===== src/rtl/kat_sequencer.sv =====
// Known-answer-test sequencer: replays a small table of {pt, key, expected ct} vectors
// through an external 64/128 block cipher core and reports an aggregate pass/fail.
module kat_sequencer #(
  parameter int unsigned NUM_VEC = 4,
  parameter int unsigned TIMEOUT = 255
) (
  input  logic                       clk,
  input  logic                       rst_n,
  input  logic                       start,
  input  logic                       vec_wr_en,
  input  logic [$clog2(NUM_VEC)-1:0] vec_wr_addr,
  input  logic [63:0]                vec_wr_pt,
  input  logic [63:0]                vec_wr_exp,
  input  logic [127:0]               vec_wr_key,
  output logic                       cipher_start,
  output logic [63:0]                cipher_pt,
  output logic [127:0]               cipher_key,
  input  logic                       cipher_done,
  input  logic [63:0]                cipher_ct,
  output logic                       busy,
  output logic                       pass,
  output logic                       fail,
  output logic [7:0]                 err_count,
  output logic [$clog2(NUM_VEC)-1:0] vec_idx
);

  localparam int unsigned AW = $clog2(NUM_VEC);
  localparam int unsigned TW = (TIMEOUT < 2) ? 1 : $clog2(TIMEOUT + 1);

  typedef enum logic [2:0] {
    StIdle,
    StLoad,
    StWait,
    StCheck,
    StDone
  } state_e;

  state_e          state_q, state_d;
  logic [AW-1:0]   vec_idx_q, vec_idx_d;
  logic [7:0]      err_q, err_d;
  logic [TW-1:0]   tmo_cnt_q, tmo_cnt_d;
  logic            tmo_flag_q, tmo_flag_d;
  logic [63:0]     ct_q, ct_d;
  logic [63:0]     cipher_pt_q, cipher_pt_d;
  logic [127:0]    cipher_key_q, cipher_key_d;
  logic            cipher_start_q, cipher_start_d;
  logic            pass_q, pass_d;
  logic            fail_q, fail_d;
  logic            mismatch;
  logic [7:0]      err_inc;

  logic [63:0]     pt_mem  [NUM_VEC];
  logic [63:0]     exp_mem [NUM_VEC];
  logic [127:0]    key_mem [NUM_VEC];

  assign busy = (state_q == StLoad) || (state_q == StWait) || (state_q == StCheck);

  // The table is only writable while idle so a run always sees a stable set of vectors.
  always_ff @(posedge clk or negedge rst_n) begin
    if (!rst_n) begin
      for (int i = 0; i < NUM_VEC; i++) begin
        pt_mem[i]  <= '0;
        exp_mem[i] <= '0;
        key_mem[i] <= '0;
      end
    end else if (vec_wr_en && !busy) begin
      pt_mem[vec_wr_addr]  <= vec_wr_pt;
      exp_mem[vec_wr_addr] <= vec_wr_exp;
      key_mem[vec_wr_addr] <= vec_wr_key;
    end
  end

  always_comb begin
    state_d        = state_q;
    vec_idx_d      = vec_idx_q;
    err_d          = err_q;
    tmo_cnt_d      = tmo_cnt_q;
    tmo_flag_d     = tmo_flag_q;
    ct_d           = ct_q;
    cipher_pt_d    = cipher_pt_q;
    cipher_key_d   = cipher_key_q;
    cipher_start_d = 1'b0;
    pass_d         = pass_q;
    fail_d         = fail_q;
    mismatch       = tmo_flag_q || (ct_q != exp_mem[vec_idx_q]);
    err_inc        = (mismatch && (err_q != 8'hFF)) ? err_q + 8'd1 : err_q;

    case (state_q)
      StIdle, StDone: begin
        if (start) begin
          state_d    = StLoad;
          vec_idx_d  = '0;
          err_d      = '0;
          tmo_cnt_d  = '0;
          tmo_flag_d = 1'b0;
          pass_d     = 1'b0;
          fail_d     = 1'b0;
        end
      end
      StLoad: begin
        cipher_pt_d    = pt_mem[vec_idx_q];
        cipher_key_d   = key_mem[vec_idx_q];
        cipher_start_d = 1'b1;
        tmo_cnt_d      = '0;
        tmo_flag_d     = 1'b0;
        state_d        = StWait;
      end
      StWait: begin
        // A done arriving on the last allowed cycle still counts as a real result.
        if (cipher_done) begin
          ct_d    = cipher_ct;
          state_d = StCheck;
        end else if (tmo_cnt_q == TW'(TIMEOUT)) begin
          tmo_flag_d = 1'b1;
          state_d    = StCheck;
        end else begin
          tmo_cnt_d = tmo_cnt_q + 1'b1;
        end
      end
      StCheck: begin
        err_d      = err_inc;
        tmo_cnt_d  = '0;
        tmo_flag_d = 1'b0;
        if (vec_idx_q == AW'(NUM_VEC - 1)) begin
          state_d = StDone;
          pass_d  = (err_inc == 8'd0);
          fail_d  = (err_inc != 8'd0);
        end else begin
          vec_idx_d = vec_idx_q + 1'b1;
          state_d   = StLoad;
        end
      end
      default: state_d = StIdle;
    endcase
  end

  always_ff @(posedge clk or negedge rst_n) begin
    if (!rst_n) begin
      state_q        <= StIdle;
      vec_idx_q      <= '0;
      err_q          <= '0;
      tmo_cnt_q      <= '0;
      tmo_flag_q     <= 1'b0;
      ct_q           <= '0;
      cipher_pt_q    <= '0;
      cipher_key_q   <= '0;
      cipher_start_q <= 1'b0;
      pass_q         <= 1'b0;
      fail_q         <= 1'b0;
    end else begin
      state_q        <= state_d;
      vec_idx_q      <= vec_idx_d;
      err_q          <= err_d;
      tmo_cnt_q      <= tmo_cnt_d;
      tmo_flag_q     <= tmo_flag_d;
      ct_q           <= ct_d;
      cipher_pt_q    <= cipher_pt_d;
      cipher_key_q   <= cipher_key_d;
      cipher_start_q <= cipher_start_d;
      pass_q         <= pass_d;
      fail_q         <= fail_d;
    end
  end

  assign cipher_start = cipher_start_q;
  assign cipher_pt    = cipher_pt_q;
  assign cipher_key   = cipher_key_q;
  assign pass         = pass_q;
  assign fail         = fail_q;
  assign err_count    = err_q;
  assign vec_idx      = vec_idx_q;

endmodule


===== config.mk =====
export PLATFORM = sky130hd
export DESIGN_NAME = kat_sequencer
export DESIGN_NICKNAME = d
export VERILOG_FILES = /design/src/rtl/kat_sequencer.sv
export SDC_FILE = /design/constraint.sdc
export NUM_CORES = 2
export LEC_CHECK = 0
export CORE_MARGIN = 3
export CORE_UTILIZATION = 40
export CTS_CLUSTER_DIAMETER = 120
export DETAILED_ROUTE_END_ITERATION = 8
export HOLD_SLACK_MARGIN = 0.06
export PLACE_DENSITY_LB_ADDON = 0.25
export SKIP_CTS_REPAIR_TIMING = 1
export SLEW_MARGIN = 40
export SYNTH_ARGS = -nofsm -noshare
export SYNTH_HDL_FRONTEND = slang
export SYNTH_SLANG_ARGS = --single-unit

===== constraint.sdc =====
create_clock -name clk -period 3.7 [get_ports clk]
set_clock_uncertainty 0.15 [all_clocks]
set_input_delay 0.74 -clock clk [delete_from_list [all_inputs] [get_ports clk]]
set_output_delay 0.74 -clock clk [all_outputs]
set_load 0.05 [all_outputs]

# == Word level (Yosys, flattened, before mapping) ==
# Index checks and enable logic that the tools add are counted.
# W data, S select, Z words.
# word_totals
ff_bits,1305
inputBits,327
out_inout_bits,206
elab_cells,106
# op_classes
n_addsub,3
n_lt_le_gt_ge,3
n_eq_ne,15
mux,39
bitwise_logic,2
reduce_logical,21
# op_table
operator,n
$bwmux W256,2
$bwmux W512,1
$mux W128,3
$mux W64,5
$bmux W128 S2,1
$bmux W64 S2,2
$demux W128 S2,1
$demux W64 S2,1
$ne A64 B64 Y1,1
$mux W8,4
$pmux W8 S3,1
$add A8 B1 Y8 const B,2
$pmux W8 S2,1
$mux W3,4
$pmux W3 S4,1
$eq A8 B8 Y1 const B,1
$logic_not A8 Y1,1
$ne A2 B2 Y1 const B,4
$ne A8 B8 Y1 const B,1
$reduce_and A4 Y1,2
$reduce_bool A8 Y1,1
$eq A3 B2 Y1 const B,2
$ge A3 B3 Y1 const B,2
$mux W1,6
other kinds (21),33

# == Logic depth before layout (Yosys ltp) ==
# depth
depth_word,11
mapped_depth,12
ltp_nobuf,10

# == Worst setup path before layout ==
# No wires, ideal clock.
# synth_path
path_type,register to register
start,"reg vec_idx_q[1], in the netlist vec_idx[1]"
end,"reg fail_q, in the netlist fail"
arrival_time_ps,3170
setup_slack_ps,252
stages_incl_launch_ff,12
synth_period_minus_slack_ps,3448
path_cell_list,dfrtp_1 buf_2 clkbuf_1 mux4_2 xor2_1 nor4_1 nand4_1 nor4_2 a31oi_1 mux2i_1 or3_1 a2bb2oi_1
# synth_via
elab_chain_cells,11
word_cells_on_any_way,14
classes_between,eq/ne: 3; mux: 6; bitwise: 1; reduce/logical: 4
# synth_lines
element,line_no,rtl
from (decl),39,"logic [AW-1:0] vec_idx_q, vec_idx_d;"
from (signal assigned),152,vec_idx_q <= vec_idx_d;
$not A2 Y3 (implied by the code),85,mismatch = tmo_flag_q || (ct_q != exp_mem[vec_idx_q]);
$bmux W64 S2,85,
$mux W64 (implied by the code) (2 in series),85,
$ne A64 B64 Y1,85,
$logic_or A1 B1 Y1,85,
$logic_and A1 B1 Y1,86,err_inc = (mismatch && (err_q != 8'hFF)) ? err_q + 8'd1 : err_q;
$mux W8,86,
$reduce_bool A8 Y1,127,fail_d = (err_inc != 8'd0);
$mux W1,124,if (vec_idx_q == AW'(NUM_VEC - 1)) begin
$pmux W1 S2,88,case (state_q)
to (signal assigned),161,fail_q <= fail_d;
to (decl),48,"logic fail_q, fail_d;"
# Several ways; a longest one is shown, not always the timed one. The select of a mux whose other input is x is not followed.
# A chain may end at the register's enable or synchronous reset.

# == Final worst setup path ==
# layout_path
start,"reg vec_idx_q[0], in the netlist vec_idx[0]"
end,"reg fail_q, in the netlist fail"
# The elaborated chain is that of the path after synthesis.

==> impl_metrics.toml <==
[status]
status = "finished with violations"
violations = "negative setup slack"

[sta]
rsz0062_at_grt = "yes"
slew_headroom_pct = 44.3
finalHoldWorstSlack_ns = 0.317
setup_viol = 1
slew_violations = 0
setup_slack_ns = -0.0251
max_freq_mhz = 268
period_share_pct = 101
hold_viol = 0
worstMarginPinSlew_ns = 0.836
period_minus_slack_ns = 3.73

[logic_synthesis]
yosys_warnings = 0
async_reset_ff_share_pct = 100
ys_top_cells_by_area = "dfrtp_1 59%, mux2_2 26%, mux4_2 9.6%"
yosysTopAreaCellShare_pct = 58.8
synth.most_common_cell = "dfrtp_1"
synth_largest_area_cell = "dfrtp_1"
ys_top_cells_by_count = "1305 x dfrtp_1, 1280 x mux2_2, 237 x mux4_2"
syn_inst = 3356
synth_seq_area_share_pct = 58.8
syn_area_sq_mm = 0.0555
ys_types = 64
synth_nets = 3686
synth-edff-count = 0
synth-seq-cells = 1305
synth_flop_cell = "dfrtp_1"
syn_area_per_cell_sq_um = 16.5

[critical_path]
critPathKind = "flop to flop"
path_cells = "buf_12 -> buf_4 -> mux4_2 -> xor2_1 -> nor4_1 -> nand4_1 -> nor4_2 -> buf_4 -> a31oi_4 -> xnor2_1 -> or3_4 -> a2bb2oi_2"
required_ns = 4.17
max_stage_delay_ns = 0.67
cp-end-kind = "flop"
cp.arrival_ns = 4.20
start_kind = "flop"
worst_path_most_repeated_cell = "buf_4"
crit_path_max_fanout = 6
slowest_stage = "nor4_1"

[clocking]
clock_latency_ns = 0.75
cts.sinks = 1305
cts_made_buffers = 147
cts_buffer_depth = 3
root_buffer = "clkbuf_16"
path_clk_slew_ns = 0.06
cts_max_level = 4
tritoncts = "done"

[detailed_routing]
ant_nets = 0
wl_per_cell_um = 24.0
firstDrtPassIters = 5
routed_wl_um = 141000
drt_iter0_markers = 1596
drc_errors = 0
vias = 31500
viasPerCell = 5.34

[worst_hold_path]
hp-class = "flop to flop"

[grt]
overflow = 0
grt_usage_pct = 19.8
grt_max_degree = 103
antenna_found_initial = 41
grt_pass1_wl_um = 216000
grt_pass1_vias = 33600

[floorplan]
dieArea_sq_mm = 0.143
core_area_sq_mm = 0.138
die_y_um = 379
io_pins = 533
dieWidth_um = 379
initial_core_util_pct = 40.3
fp-row-count = 136

[pwr]
power_leakage_nw = 29.1
seq_power_share_pct = 38.8
clkPwrFrac_pct = 22.9
cellPowerDensity_mw_per_mm2 = 941
comb_power_share_pct = 38.3
vdd.ir_drop.worst_mv = 0.678
netSwitchingFraction_pct = 32.9
p_int_mw = 43.6
power.switching_mw = 21.4

[final_layout]
multi_input_area_sq_mm = 0.0221
layout-drive-gt1-share_pct = 46.8
area.growth.synth_to_final_pct = 24.4
regArea_sq_mm = 0.0327
fillers = 11500
fin_util_pct = 50.2
nets = 4294

[placement]
place_congestion = 0.879
dpl.hpwl_um = 94600
portBuffers = 532

[flow_run]
cap_violations = 0
[per-stage QoR]
stage	instance area [sq um]	worst slack [ns]	setup TNS [ns]	total power, mW	std cells
global placement	63800	-0.267	-1.56	49.7	5596
finish	69100	-0.0251	-0.0251	65.0	5892
floorplan	55500	0.252	0	42.1	3356
detailed placement	63800	-0.297	-1.92	50.3	5597
global route	69100	-0.123	-0.609	68.6	5882
CTS	68800	-0.320	-2.15	65.5	5861
[worst max-delay path: cells and delay by family (launching register included)]
family / cells / cell delay, ns
AND/OR/NAND/NOR: 4 / 1.44
flip-flops: 1 / 0.57
buffers and inverters: 3 / 0.50
multiplexers: 1 / 0.42
XOR/XNOR: 2 / 0.29
AO/OA/AOI/OAI: 2 / 0.22
[cell usage in the layout, fill, tap and decap left out, drive strengths merged, types with 4 or more instances in the layout]
| cell | count |
|---|---|
| xor2 | 23 |
| nor4 | 10 |
| nor2b | 5 |
| nand2 | 37 |
| clkdlybuf4s50 | 528 |
| o2bb2ai | 6 |
| or3 | 4 |
| inv | 23 |
| nor3 | 7 |
| o22ai | 4 |
| and3 | 4 |
| nor2 | 27 |
| mux4 | 237 |
| xnor2 | 30 |
| a22o | 4 |
| mux2i | 36 |
| clkbuf | 223 |
| o21ai | 24 |
| o2111ai | 4 |
| diode | 19 |
| a211oi | 5 |
| mux2 | 1282 |
| buf | 134 |
| bufinv | 11 |
| nand3 | 13 |
| dfrtp | 1305 |
| nand4 | 8 |
| clkinv | 23 |
| a21oi | 10 |
| a31oi | 5 |
| and2 | 4 |
[final cells by class]
type | instances | area share (%)
Multi-Input combinational cell | 1830 | 32.0
Clock buffer | 222 | 6.38
Tap cell | 1794 | 3.25
Clock inverter | 42 | 0.842
Inverter | 16 | 0.0869
Sequential cell | 1305 | 47.3
Timing Repair Buffer | 664 | 10.1
Antenna cell | 19 | 0.0688
[logic make-up (layout without fill, tap and decap cells)]
logic type / count (synthesis) / after routing / share of synthesized area [%]
and+or+nand+nor: 130 / 130 / 1.24
AOI/OAI and AO/OA: 89 / 89 / 1.13
buffers and inverters: 221 / 944 / 1.64
adders and majority gates: 3 / 3 / 0.0676
other: 0 / 19 / 0
DFF: 1305 / 1305 / 58.8
xor gates and xnor gates: 53 / 53 / 0.836
muxes: 1555 / 1555 / 36.3
[flip-flops by register name (all words and copies together) (netlist names)]
| signal | count |
|---|---|
| vec_idx | 2 |
| cipher_key | 128 |
| state_q | 3 |
| exp_mem | 256 |
| cipher_start | 1 |
| fail | 1 |
| pt_mem | 256 |
| pass | 1 |
| cipher_pt | 64 |
| tmo_flag_q | 1 |
| err_count | 8 |
| ct_q | 64 |
| key_mem | 512 |
| tmo_cnt_q | 8 |
[path summary, 6_finish.rpt]
kind,cells past startpoint,slack [ns],end,from
max,12,-0.03,fail,vec_idx[0]
min,1,0.32,state_q[1],state_q[2]
max reg2reg,12,-0.03,fail,vec_idx[0]
min reg2reg,1,0.32,state_q[1],state_q[2]
max in group asynchronous,3,1.68,vec_idx[1],rst_n
min in group asynchronous,2,0.46,key_mem[449],rst_n
[power by group through the flow]
stage / sequential, mW / combinational (mW) / clock, mW
floorplan: 27.7 / 14.5 / 0
global placement: 25.3 / 24.4 / 0
detailed placement: 25.4 / 24.8 / 0
CTS: 25.3 / 24.9 / 15.3
global route: 26.1 / 26.6 / 15.9
finish: 25.2 / 24.9 / 14.9
[layer usage]
layer  part of all wire (%)  global-route usage [%]  wire, um
met2                     47                    31.2     67000
met4                    2.3                    5.75      3220
met5                   0.19                       0       270
met3                    5.7                    5.22      8120
met1                     44                    27.1     62600
No activity file was read; power rests on OpenSTA's default activity.
